<file path="config.mk">
export PLATFORM = sky130hd
export DESIGN_NAME = route_reserve_arbiter
export DESIGN_NICKNAME = d
export VERILOG_FILES = /design/src/rtl/route_reserve_arbiter.sv
export SDC_FILE = /design/constraint.sdc
export NUM_CORES = 1
export LEC_CHECK = 0
export CAP_MARGIN = 20
export CORE_MARGIN = 10
export CORE_UTILIZATION = 58
export DETAILED_ROUTE_END_ITERATION = 7
export GPL_TIMING_DRIVEN = 0
export PLACE_DENSITY = 0.88
export SLEW_MARGIN = 15
export SYNTH_ARGS = -nofsm -noshare
export SYNTH_HDL_FRONTEND = slang
export SYNTH_SLANG_ARGS = --single-unit
</file>
<file path="constraint.sdc">
create_clock -name clk -period 5.6 [get_ports clk]
set_input_delay 1.12 -clock clk [delete_from_list [all_inputs] [get_ports clk]]
set_output_delay 1.12 -clock clk [all_outputs]
set_load 0.05 [all_outputs]
</file>
<file path="src/rtl/route_reserve_arbiter.sv">
// rtl/route_reserve_arbiter.sv - per-output round-robin route reservation with owner hold until relieve
module route_reserve_arbiter #(
  parameter int PORTS         = 5,
  parameter int REQUEST_WIDTH = 3
) (
  input  logic                           clk,
  input  logic                           rst,
  input  logic [PORTS-1:0]               req_valid,
  input  logic [PORTS*REQUEST_WIDTH-1:0] req_port,
  input  logic [PORTS-1:0]               route_relieve,
  output logic [PORTS-1:0]               reserve_status,
  output logic [PORTS-1:0]               out_busy,
  output logic [PORTS*REQUEST_WIDTH-1:0] out_sel
);

  logic [PORTS-1:0]         reserved;
  logic [REQUEST_WIDTH-1:0] owner [PORTS];
  logic [REQUEST_WIDTH-1:0] rr    [PORTS];

  logic [REQUEST_WIDTH-1:0] reqIdx   [PORTS];
  logic [PORTS-1:0]         holding;
  logic [PORTS-1:0]         grantHit;
  logic [REQUEST_WIDTH-1:0] grantIdx [PORTS];
  int                       k;

  always_comb begin
    holding = '0;
    grantHit = '0;
    k = 0;
    for (int i = 0; i < PORTS; i++) begin
      reqIdx[i]   = req_port[i*REQUEST_WIDTH +: REQUEST_WIDTH];
      grantIdx[i] = '0;
    end
    for (int j = 0; j < PORTS; j++)
      for (int i = 0; i < PORTS; i++)
        if (reserved[j] && owner[j] == REQUEST_WIDTH'(i))
          holding[i] = 1'b1;
    // Requests for indices >= PORTS never match any j, so they are silently dropped.
    for (int j = 0; j < PORTS; j++) begin
      if (!reserved[j]) begin
        for (int off = 0; off < PORTS; off++) begin
          k = (int'(rr[j]) + off) % PORTS;
          if (!grantHit[j] && req_valid[k] && !holding[k] && reqIdx[k] == REQUEST_WIDTH'(j)) begin
            grantHit[j] = 1'b1;
            grantIdx[j] = REQUEST_WIDTH'(k);
          end
        end
      end
    end
  end

  always_ff @(posedge clk) begin
    if (rst) begin
      reserved       <= '0;
      reserve_status <= '0;
      for (int j = 0; j < PORTS; j++) begin
        owner[j] <= '0;
        rr[j]    <= '0;
      end
    end else begin
      reserve_status <= '0;
      for (int j = 0; j < PORTS; j++) begin
        if (grantHit[j]) begin
          reserved[j]                 <= 1'b1;
          owner[j]                    <= grantIdx[j];
          rr[j]                       <= (grantIdx[j] == REQUEST_WIDTH'(PORTS-1)) ? '0
                                         : grantIdx[j] + REQUEST_WIDTH'(1);
          reserve_status[grantIdx[j]] <= 1'b1;
        end else if (reserved[j] && route_relieve[owner[j]]) begin
          reserved[j] <= 1'b0;
          owner[j]    <= '0;
        end
      end
    end
  end

  assign out_busy = reserved;

  for (genvar j = 0; j < PORTS; j++) begin : g_sel
    assign out_sel[j*REQUEST_WIDTH +: REQUEST_WIDTH] = owner[j];
  end

endmodule

</file>
==> summary.txt, run 1 <==
Synth
  – Register area share after synthesis: 10.3%
  – Post-synth cell types: 115
  – Most used DFF post-synth: edfxtp_1
  – Async SR Flop Fraction: 0%
  – Post-synth EDFFs: 27
  – Mapped cell area: 0.0104 sq mm
  – Mean Syn Cell Area: 7.73 sq um
  – Most common cell in the netlist: ha_1
  – Seq cells post-synth: 40
  – Area share of the largest cell type after synthesis: 12.1%
  – Post-synth top cells: ha_1, nand2_1, nor2_1
  – Yosys top cell by area: ha_1
  – Syn_nets: 1479
  – Cell count after synthesis: 1351
  – Synth warn: 0
  – Synth top area cells: ha_1, edfxtp_1, mux2i_1

Place
  – RD Place Congestion: 1.01
  – Detail Placement HPWL: 24900 microns
  – Placed cell count: 1631
  – PortBufs: 51

Die
  – Initial core utilization: 58.5%
  – Chip height: 154 microns
  – # rows: 49
  – Die X: 154 microns
  – Top-Level Pins: 52
  – Die area: 0.0238 sq mm
  – Core area: 0.0178 sq mm

STA
  – Layout Skew: 0.00338 ns
  – Final min period: 5.43 ns
  – Max Fclk: 184 MHz
  – Final setup viols: 0
  – Max-slew violations: 0
  – Final Hold Vio Count: 0
  – Slew HR: 35.2%
  – Period utilization: 97.0%
  – Worst-Margin Slew: 0.965 ns

Routing
  – DR DRC count: 0
  – DRT Wirelength: 32600 microns
  – DR vias/cell: 6.87
  – Via count of the routed design: 11400
  – Drt first pass iters: 6
  – Final ANT Viol Nets: 0
  – DRT iter0 DRCs: 1333
  – DR WL/cell: 19.6 microns

Clock tree
  – CTS clk-pin slew, worst paths: 0.05 ns
  – H-tree Lvls: 2
  – Max Root-Sink Buffers: 2
  – CTS root buffer: clkbuf_16
  – CTS tree: yes
  – CTS sink count: 40
  – Worst skew pair latency: 0.28 ns
  – # hold bufs at CTS: 0
  – CTS buffer count: 5

Layout
  – Non-filler cells, final: 1665
  – Layout cells sized above 1: 14.4%
  – Final nets: 1563
  – Area grow syn2layout: 13.9%
  – # diodes: 0

Setup path
  – Crit path launch type: register
  – Crit. End Element: register
  – Arr. time, crit path: 5.56 ns
  – Req. time, crit path: 5.72 ns
  – Worst-path fanout max: 9
  – Worst Path Class, Setup: register to register

Global routing
  – Tot GR Track Use: 24.8%
  – Grt total ovfl: 0
  – Initial antenna violation count: 0
  – Vias in the first global route: 10200
  – Largest net degree at the start of global routing: 13
  – First-pass GRT wire length: 51000 microns

Run
  – Total of max-cap violations: 0

Run status
  – Outcome: finished clean

Hold path
  – Class of the worst hold path: register to register
## worst max-delay path, stage by stage (launching register included)
cell and delay, ns:
edfxtp_1 0.46, buf_6 0.19, inv_8 0.11, ha_4 0.18, inv_1 0.07, ha_4 0.30, inv_1 0.09, ha_1 0.23
nor3_4 0.22, nor2_1 0.10, xnor2_2 0.18, ha_1 0.18, nand2b_1 0.17, a211o_1 0.36, o21ai_2 0.21, nand3_1 0.11
a21boi_1 0.34, nand3_1 0.12, a22o_1 0.32, and2_1 0.19, a211o_4 0.39, ha_1 0.23, or3_1 0.36, a21oi_1 0.16
## cell usage in the layout (no fill, tap or decap), types with 12 or more instances in the layout
cell	synthesis	final
nor3_1	42	40
nand2b_1	34	34
o211ai_1	17	17
inv_1	81	77
o21ai_0	49	48
clkdlybuf4s50_1	0	51
buf_4	8	37
nor3b_1	17	15
dfxtp_1	13	13
and2_1	16	16
a21oi_1	70	68
edfxtp_1	27	27
mux2i_1	69	66
nand2_1	100	100
or3_1	26	26
ha_1	101	94
xnor2_1	40	35
or2_2	13	13
a21o_1	15	15
nor4_1	19	19
nor2_1	84	82
clkbuf_1	20	17
a211oi_1	15	15
o31ai_1	18	17
nand4_1	19	19
mux2_2	15	15
a31oi_1	28	27
nand3_1	46	46
o21a_1	12	12
nor2b_1	36	35
## cell families (layout without fill, tap and decap cells)
logic type	Yosys count	after routing	synth area share, %
AO/OA/AOI/OAI	387	387	27.6
AND/OR/NAND/NOR	546	546	30.6
XOR/XNOR	45	45	4.03
adder cells (fa/ha/maj)	101	101	12.1
buffers and inverters	141	226	5.69
flip-flops	40	40	10.3
multiplexers	91	91	9.74
## sequential cells by signal, summed over array words and instances (netlist names)
register,count
rr,15
reserve_status,5
out_busy,5
owner,15
## routing by layer
metal / up-vias / global-route usage, % / part of all wire, %
li1: 5341 / - / -
met1: 5356 / 33.2 / 42
met5: - / 0 / 0
met3: 83 / 3.77 / 10
met2: 651 / 40.1 / 45
met4: 0 / 7.51 / 2.9
## path summary, 6_finish.rpt
path,start,slack (ns),endpoint,depth (start not counted)
worst max-delay path,rr[0][6],0.17,rr[0][8],23
worst min-delay path,owner[4][0],0.63,owner[4][0],2
worst max register to register,rr[0][6],0.17,rr[0][8],23
worst min register to register,owner[4][0],0.63,owner[4][0],2
## final cells by class
type | count | area (sq um)
Buffer | 46 | 268
Clock buffer | 7 | 133
Clock inverter | 1 | 3.75
Fill cell | 1413 | 5940
Inverter | 92 | 368
Multi-Input combinational cell | 1170 | 9040
Sequential cell | 40 | 1070
Tap cell | 229 | 287
Timing Repair Buffer | 80 | 732
## repair_timing
item | CTS | global route
resized for setup | 30 | 46
pin swaps | 5 | 12
setup buffers | 8 | 21
setup endpoints to repair | 44 | 35
## through the flow
step / util (%) / TNS (ns) / worst slack (ns) / hold slack, ns / cell area (sq um)
floorplan: - / 0 / 0.0462 / 0.747 / 10400
finish: 66.7 / 0 / 0.166 / 0.627 / 11900
CTS: 64.7 / 0 / 0.0145 / 0.618 / 11500
global route: 66.7 / -0.237 / -0.0713 / 0.661 / 11900
global placement: 63.0 / -25.79 / -0.949 / 0.602 / 11200
detailed placement: 63.0 / -28.57 / -1.07 / 0.610 / 11200
Power of run 1 is not shown: default switching activity piles up to over one toggle a cycle in this logic, so the estimate is an artifact.
==> run 2: changes to the inputs <==
--- a/config.mk
+++ b/config.mk
@@ -5,6 +5,7 @@
 export SDC_FILE = /design/constraint.sdc
 export NUM_CORES = 1
 export LEC_CHECK = 0
+export ABC_CLOCK_PERIOD_IN_PS = 5600
 export CAP_MARGIN = 20
 export CORE_MARGIN = 10
 export CORE_UTILIZATION = 58
==> results of run 2 <==
Same layout as run 1: the final DEF is identical, and so are final timing and power.
Power of run 2 is left out for the same reason.
